===== config.mk =====
export PLATFORM = sky130hd
export DESIGN_NAME = multi_timer
export DESIGN_NICKNAME = d
export VERILOG_FILES = /design/src/rtl/multi_timer.sv
export SDC_FILE = /design/constraint.sdc
export NUM_CORES = 1
export LEC_CHECK = 0
export BUFFER_PORTS_ARGS = -buffer_cell sky130_fd_sc_hd__buf_4
export CAP_MARGIN = 10
export CORE_ASPECT_RATIO = 1.75
export CORE_UTILIZATION = 42
export CTS_CLUSTER_SIZE = 20
export DETAILED_ROUTE_END_ITERATION = 10
export HOLD_SLACK_MARGIN = 0.08
export PLACE_DENSITY = 0.67
export SLEW_MARGIN = 40
export SYNTH_ARGS = -nofsm -noshare
export SYNTH_HDL_FRONTEND = slang
export SYNTH_SLANG_ARGS = --single-unit

===== constraint.sdc =====
create_clock -name clk -period 2.54 [get_ports clk]
set_clock_uncertainty 0.2 [all_clocks]
set_input_delay 0.254 -clock clk [delete_from_list [all_inputs] [get_ports clk]]
set_output_delay 0.254 -clock clk [all_outputs]
set_load 0.01 [all_outputs]

===== src/rtl/multi_timer.sv =====
// multi_timer: N_CH independent prescaled up-counters behind a simple peripheral bus.
// Define MULTI_TIMER_PWM_EN to add per-channel DUTY registers and the pwm_out port.

module multi_timer_ch #(
    parameter int CNT_WIDTH = 32,
    parameter int PSC_WIDTH = 16
) (
    input  logic                 clk,
    input  logic                 rst,
    input  logic                 ctrl_we,
    input  logic                 cnt_we,
    input  logic                 cmp_we,
    input  logic                 psc_we,
`ifdef MULTI_TIMER_PWM_EN
    input  logic                 duty_we,
    output logic [CNT_WIDTH-1:0] duty,
    output logic                 pwm,
`endif
    input  logic [31:0]          wdata,
    output logic                 en,
    output logic                 ie,
    output logic                 oneshot,
    output logic [CNT_WIDTH-1:0] cnt,
    output logic [CNT_WIDTH-1:0] cmp,
    output logic [PSC_WIDTH-1:0] psc,
    output logic                 wrap
);
    logic [PSC_WIDTH-1:0] pcnt, pcnt_n;
    logic [CNT_WIDTH-1:0] cnt_n;
    logic                 en_n, clr, tick, hit;

    assign clr  = ctrl_we && wdata[3];
    assign tick = en && (pcnt == psc);
    assign hit  = tick && (cnt == cmp);
    // A software CNT write or CLR on the same edge overrides the hardware wrap.
    assign wrap = hit && !cnt_we && !clr;

    always_comb begin
        en_n   = en;
        cnt_n  = cnt;
        pcnt_n = pcnt;
        if (ctrl_we)
            en_n = wdata[0];
        else if (hit && oneshot)
            en_n = 1'b0;
        if (cnt_we)
            cnt_n = wdata[CNT_WIDTH-1:0];
        else if (clr)
            cnt_n = '0;
        else if (tick)
            cnt_n = hit ? '0 : cnt + CNT_WIDTH'(1);
        if (cnt_we || clr)
            pcnt_n = '0;
        else if (en)
            pcnt_n = tick ? '0 : pcnt + PSC_WIDTH'(1);
    end

    always_ff @(posedge clk) begin
        if (rst) begin
            en      <= 1'b0;
            ie      <= 1'b0;
            oneshot <= 1'b0;
            cnt     <= '0;
            cmp     <= '0;
            psc     <= '0;
            pcnt    <= '0;
        end else begin
            en   <= en_n;
            cnt  <= cnt_n;
            pcnt <= pcnt_n;
            if (ctrl_we) begin
                ie      <= wdata[1];
                oneshot <= wdata[2];
            end
            if (cmp_we) cmp <= wdata[CNT_WIDTH-1:0];
            if (psc_we) psc <= wdata[PSC_WIDTH-1:0];
        end
    end

`ifdef MULTI_TIMER_PWM_EN
    logic [CNT_WIDTH-1:0] duty_n;
    assign duty_n = duty_we ? wdata[CNT_WIDTH-1:0] : duty;

    // Built from post-edge state so pwm matches the EN/CNT visible in the same cycle.
    always_ff @(posedge clk) begin
        if (rst) begin
            duty <= '0;
            pwm  <= 1'b0;
        end else begin
            duty <= duty_n;
            pwm  <= en_n && (cnt_n < duty_n);
        end
    end
`endif
endmodule

module multi_timer #(
    parameter int N_CH      = 4,
    parameter int CNT_WIDTH = 32,
    parameter int PSC_WIDTH = 16
) (
    input  logic            clk,
    input  logic            rst,
    input  logic [31:0]     address,
    input  logic            wr_en,
    input  logic            rd_en,
    input  logic [31:0]     wr_data,
    output logic [31:0]     rd_data,
    output logic            interrupt
`ifdef MULTI_TIMER_PWM_EN
    ,
    output logic [N_CH-1:0] pwm_out
`endif
);
    localparam logic [31:0] STATUS_ADDR = 32'(N_CH * 16);

    logic [N_CH-1:0]                en, ie, oneshot, wrap, status;
    logic [N_CH-1:0][CNT_WIDTH-1:0] cnt, cmp;
    logic [N_CH-1:0][PSC_WIDTH-1:0] psc;
`ifdef MULTI_TIMER_PWM_EN
    logic [N_CH-1:0][CNT_WIDTH-1:0] duty;
`endif
    logic [31:0]                    rd_mux;
    logic                           status_we;

    for (genvar g = 0; g < N_CH; g++) begin : g_ch
        localparam logic [31:0] BASE = 32'(g * 16);
        multi_timer_ch #(.CNT_WIDTH(CNT_WIDTH), .PSC_WIDTH(PSC_WIDTH)) u_ch (
            .clk     (clk),
            .rst     (rst),
            .ctrl_we (wr_en && (address == BASE)),
            .cnt_we  (wr_en && (address == BASE + 32'd4)),
            .cmp_we  (wr_en && (address == BASE + 32'd8)),
            .psc_we  (wr_en && (address == BASE + 32'd12)),
`ifdef MULTI_TIMER_PWM_EN
            .duty_we (wr_en && (address == STATUS_ADDR + 32'(16 + g * 4))),
            .duty    (duty[g]),
            .pwm     (pwm_out[g]),
`endif
            .wdata   (wr_data),
            .en      (en[g]),
            .ie      (ie[g]),
            .oneshot (oneshot[g]),
            .cnt     (cnt[g]),
            .cmp     (cmp[g]),
            .psc     (psc[g]),
            .wrap    (wrap[g])
        );
    end

    // Hardware set takes priority over a same-cycle write-1-to-clear.
    assign status_we = wr_en && (address == STATUS_ADDR);
    always_ff @(posedge clk) begin
        if (rst) status <= '0;
        else     status <= wrap | (status & ~({N_CH{status_we}} & wr_data[N_CH-1:0]));
    end

    assign interrupt = |(status & ie);

    always_comb begin
        rd_mux = '0;
        for (int i = 0; i < N_CH; i++) begin
            if (address == 32'(i * 16))      rd_mux = {29'd0, oneshot[i], ie[i], en[i]};
            if (address == 32'(i * 16 + 4))  rd_mux = 32'(cnt[i]);
            if (address == 32'(i * 16 + 8))  rd_mux = 32'(cmp[i]);
            if (address == 32'(i * 16 + 12)) rd_mux = 32'(psc[i]);
`ifdef MULTI_TIMER_PWM_EN
            if (address == STATUS_ADDR + 32'(16 + i * 4)) rd_mux = 32'(duty[i]);
`endif
        end
        if (address == STATUS_ADDR) rd_mux = 32'(status);
    end

    always_ff @(posedge clk) begin
        if (rst) rd_data <= '0;
        else     rd_data <= rd_en ? rd_mux : '0;
    end
endmodule


Yosys cells after proc, flatten, opt, wreduce, memory -nomap -nowiden
Index checks and enable logic that the tools add are counted.

operators by class
  $add $sub $neg = 8
  eq/ne operators = 24
  reductions and logical operators = 70
  bitwise gates (word level) = 6
  multiplexer cells = 45

operators with widths
  cell                                                                    number
  32-bit two-way mux                                                      30
  32-bit by 6-bit equality test with 1-bit output, second input constant  8
  32-bit by 1-bit adder with 32-bit output, second input constant         4
  32-bit equality test                                                    4
  32-bit by 5-bit equality test with 1-bit output, second input constant  4
  16-bit two-way mux                                                      5
  16-bit by 1-bit adder with 16-bit output, second input constant         4
  16-bit equality test                                                    4
  32-bit by 4-bit equality test with 1-bit output, second input constant  2
  1-bit logical AND                                                       41
  32-bit by 3-bit equality test with 1-bit output, second input constant  1
  32-bit by 7-bit equality test with 1-bit output, second input constant  1
  32-bit zero test                                                        1
  4-bit bitwise AND                                                       3
  3-bit nonzero test                                                      4
  2-bit OR reduction                                                      5
  1-bit zero test                                                         8
  1-bit two-way mux                                                       8
  2-bit nonzero test                                                      4
  4-bit OR reduction                                                      2
  1-bit logical OR                                                        4
  4-bit two-way mux                                                       1
  4-bit inverter                                                          1
  4-bit bitwise OR                                                        1
  3 further kinds                                                         3

storage, ports and cells
  input port bits = 68
  output and inout bits = 33
  logic and storage cells = 185
  flip-flop bits (word level) = 432

Logic depth before layout (Yosys ltp)
  depth after elaboration = 18
  depth in mapped cells = 11
  gate-level depth less buffers = 8

By module
From an unflattened synthesis, not the netlist that was laid out.

second synthesis, totals
  cell total of the unflattened synthesis = 2,841
  area total of the unflattened synthesis = 23,814.1 µm²

modules (own cells, without submodules)
  module          sequential area each (µm²)  cells each  area an instance (µm²)  times used
  multi_timer_ch  1,981.9                     582         4,991.0                 4
  multi_timer     720.7                       513         3,849.9                 1

Worst setup path after synthesis
No wires, ideal clock.

  path kind = register to register
  start point = reg g_ch[1].u_ch.pcnt[4]
  end point = reg g_ch[1].u_ch.cnt[18]
  path buffers = 2
  setup time = 133 ps
  cell stages (with the launch flop) = 10
  slack = -8 ps
  arrival = 2,215 ps
  period minus slack after synthesis = 2,548 ps
  required time = 2,207 ps
  cells stage by stage = dfxtp_1 buf_6 xor2_1 or4b_1 or2_4 nor4_4 nor2_2 buf_2 a21oi_1 o32ai_1

between the ends
  longest elaborated chain between the ends = 7
  elaborated cells between the ends (all ways) = 8
  those cells by class = eq/ne (1); mux (4); reduce/logical (3)

ends and longest elaborated chain
  what                      RTL line  RTL
  start: declaration        28        logic [PSC_WIDTH-1:0] pcnt, pcnt_n;
  start signal: assignment  70        pcnt <= pcnt_n;
  16-bit equality test *    33        assign tick = en && (pcnt == psc);
  1-bit logical AND *       33
  1-bit logical AND         34        assign hit = tick && (cnt == cmp);
  32-bit two-way mux        51        cnt_n = hit ? '0 : cnt + CNT_WIDTH'(1);
  32-bit two-way mux        50        else if (tick)
  32-bit two-way mux        48        else if (clr)
  32-bit two-way mux        46        if (cnt_we)
  end signal: assignment    69        cnt <= cnt_n;
  end: declaration          23        output logic [CNT_WIDTH-1:0] cnt,

Every way passes the cells marked *; elsewhere a longest branch is shown, timed or not. The select of a mux whose other input is x is not followed.
A chain may end at the register's enable or synchronous reset.

Worst setup path after layout
  start point = reg g_ch[1].u_ch.pcnt[0]
  end point = reg g_ch[1].u_ch.cnt[12]

The elaborated chain is that of the path after synthesis.

==> out/results.tsv <==
stage	metric	value	unit
timing	tns	-1.17	ns
setup_path	path_max_fanout	6	
setup_path	crit_family	simple AND/OR/NAND/NOR gates	
placement	hpwl	87500	um
yosys	yosys.area.top_type	dfxtp_1	
clock_tree	path_clk_slew	0.07	ns
route	top_layer	met5	
setup_path	path_class	reg2reg	
timing	fin_crit_sh	103	%
route	drt-initial-drc-count	3143	
setup_path	crit_path_max_incr_delay	0.55	ns
yosys	synth_compound_area_share	21.2	%
floorplan	io_pins	101	
placement	place_congestion	1.05	
yosys	ys_top_cells_by_count	nand2_1, dfxtp_1, a21oi_1, nor2_1, xor2_1	
timing	fmax	382	MHz
yosys	synthFlopType	dfxtp_1	
floorplan	core-area	58300	um^2
setup_path	crit_path_top_delay_cell	or4b_4	
timing	setup_violations	31	
floorplan	die_h	323	um
power_and_ir_drop	vdd.ir_drop.worst	0.000471	V
yosys	yosys.area_share.simple	26.2	%
route	antenna_left	0	
setup_path	rr_endpoint	g_ch[1].u_ch.cnt[12]$_SDFFE_PP0P_	
placement	placed_area	31100	um^2
timing	post-route-min-period	2.62	ns
cells_and_area	final_cell_area	34500	um^2
cells_and_area	final_nets	3928	
timing	drv_slew	0	
floorplan	dieArea	60000	um^2
yosys	synth_top_area_share	34.9	%
power_and_ir_drop	power.density	422	nW/um^2
yosys	synth_fa_ha_area_share	0.404	%
route	drc	0	
timing	worst_pin_slew	0.851	ns
setup_path	crit_cells	8	
yosys	ys_seq_elements	432	
yosys	avgSynthCellArea	7.65	um^2
route	vias	29049	
setup_path	cp.arrival	2.94	ns
clock_tree	cts_made_buffers	44	
clock_tree	h-tree-depth	2	
setup_path	cp-endpoint	g_ch[1].u_ch.cnt[12]$_SDFFE_PP0P_	
timing	hold_ws	0.176	ns
hold_path	hold_path_depth	5	
clock_tree	cts_sinks	432	
yosys	synth_cell_types	95	
yosys	synth-seq-area-share	34.9	%
route	avgRoutedWirePerCell	26.5	um
timing	slew_headroom	43.3	%
route	wl_met1	38800	um
route	finalWirelength	123000	um
setup_path	setup.worst_path.end_class	flop	
setup_path	r2r_setup_slack	-0.08	ns
yosys	async_flop_share	0	%
yosys	synth_top_family_by_area	simple AND/OR/NAND/NOR gates	
cells_and_area	synthToLayoutAreaGrowth	39.4	%
yosys	syn-cell-area	24800	um^2
yosys	synthMuxAreaShare	2.60	%
yosys	synth_area_leaders	dfxtp_1, nand2_1, xor2_1	
floorplan	rows	117	
setup_path	path_buf_inv	2	
setup_path	r2r_start	g_ch[1].u_ch.pcnt[0]$_SDFFE_PP0P_	
global_routing	grt_pass1_vias	28209	
cells_and_area	drive_gt1_share	30.1	%
flow_run	max_cap_violations	0	
setup_path	reg2regPathDepth	8	
cells_and_area	seqCellArea	8700	um^2
floorplan	initial_core_util	42.5	%
yosys	synth-edff-count	0	
cells_and_area	fill_cells	5320	
floorplan	die_w	186	um
route	met3_length	11200	um
global_routing	grtUsageTotal	40.0	%
yosys	ys_warn_count	0	
hold_path	hp-class	in2reg	
clock_tree	clkLatencyLatePin	0.61	ns
setup_path	worstPathCellList	xor2_2 > or4b_4 > buf_6 > nor4b_4 > or2_4 > buf_12 > a21oi_4 > a311oi_2	
timing	final_hold_viol_count	0	
clock_tree	clk_root_buffer_cell	clkbuf_16	
outcome	failed_checks	setup timing	
timing	rsz0062_at_grt	yes	
setup_path	critPathLaunchType	flop	
yosys	yosysMostFrequentCell	nand2_1	
global_routing	antenna_found_initial	6	
global_routing	globalRoute.totalOverflow	0	
global_routing	grt_pass1_wl	175000	um
outcome	status	complete, but fails checks	
route	firstDrtPassIters	8	
setup_path	critPathRequiredTime	2.86	ns
yosys	synthCells	3237	
yosys	syn_nets	3313	
route	wl_met2	57200	um
timing	setup_ws	-0.0771	ns
clock_tree	cts_tree	built	
placement	port_buffers	100	
setup_path	crit_start	g_ch[1].u_ch.pcnt[0]$_SDFFE_PP0P_	
route	avgViaCountPerCell	6.24	
clock_tree	clk_path_buf_depth	3	
cells_and_area	multi_input_area	16000	um^2
yosys	synth_xor_xnor_area_share	9.26	%
power_and_ir_drop	p_leak	14.2	nW
placement	preCtsSetupSlack	-0.479	ns
global_routing	grt_start_max_net_pins	137	
area by class of cell:
type,instances,share of cell area [%]
multi-input cells,2486,46.3
flip-flops and latches,432,25.2
repair buffers,856,21.1
clock buffers,57,3.62
well taps,773,2.80
clock inverters,19,0.612
inverters,32,0.348
diodes,1,0.00725
worst min-delay path, cell delays in order:
cell	delay [ns]
buf_4	0.09
buf_4	0.15
or3_1	0.21
o21ai_0	0.10
a21oi_1	0.11
cells by family (layout without fill, tap and decap cells):
family / count (synthesis) / after routing
compound gates: 807 / 807
xor+xnor: 262 / 262
fa+ha+maj: 8 / 8
buf+inv: 321 / 964
flops: 432 / 432
mux: 59 / 59
other cells: 0 / 1
simple gates: 1348 / 1350
cell usage in the layout, fill, tap and decap left out, types with 54 or more instances in the layout:
cell type / Yosys / layout
nand2_1: 539 / 535
a22oi_1: 77 / 63
o21ai_0: 98 / 84
nor2_1: 269 / 262
nand3_1: 105 / 103
nor3_1: 94 / 88
xor2_1: 204 / 196
a21oi_1: 328 / 311
dfxtp_1: 432 / 391
and3_1: 56 / 54
buf_4: 13 / 740
metrics by stage:
stage / instances / util [%] / total power, mW
floorplan: 3237 / - / 7.27
global placement: 4516 / 53.4 / 7.73
detailed placement: 4516 / 53.4 / 7.73
CTS: 4638 / 57.2 / 14.5
global route: 4655 / 59.3 / 14.8
finish: 4656 / 59.3 / 14.6
what timing repair did:
action                                  CTS  global route
gates cloned                              1             6
hold endpoints to repair                332             0
pin swaps                                29            82
resized for setup                        64           232
buffers inserted                         11            13
hold buffers                             34             0
endpoints found under the setup margin   98           177
report_power, final:
group          leakage [nW]  total [mW]  switching (mW)  internal [mW]
Combinational          9.93       0.894           0.613          0.281
Clock                 0.725        6.88            3.00           3.88
Sequential             3.50        6.79         0.00933           6.78
routing by layer:
metal  vias to the layer above  track usage, %
met4                         4            41.1
met5                         -           0.750
met3                       787            8.52
li1                      12792               -
met2                      1829            66.7
met1                     13637            39.9
flip-flops by register name, summed over array words and instances (netlist names):
| register | flops |
|---|---|
| g_ch.u_ch.ie | 4 |
| g_ch.u_ch.cnt | 128 |
| g_ch.u_ch.psc | 64 |
| status | 4 |
| g_ch.u_ch.en | 4 |
| g_ch.u_ch.cmp | 128 |
| g_ch.u_ch.oneshot | 4 |
| g_ch.u_ch.pcnt | 64 |
| rd_data | 32 |
how the worst min path moves through the flow:
stage | startpoint | endpoint | slack [ns]
finish | address[7] | rd_data[2]$_SDFF_PP0_ | 0.18
global route | wr_data[3] | g_ch[3].u_ch.cmp[3]$_SDFFE_PP0P_ | 0.19
CTS | address[7] | rd_data[2]$_SDFF_PP0_ | 0.16
detailed placement | g_ch[2].u_ch.cmp[10]$_SDFFE_PP0P_ | g_ch[2].u_ch.cmp[10]$_SDFFE_PP0P_ | 0.27
global placement | g_ch[2].u_ch.cmp[10]$_SDFFE_PP0P_ | g_ch[2].u_ch.cmp[10]$_SDFFE_PP0P_ | 0.26
floorplan | wr_data[15] | g_ch[1].u_ch.cnt[15]$_SDFFE_PP0P_ | 0.21
No activity file was read; power rests on OpenSTA's default activity.
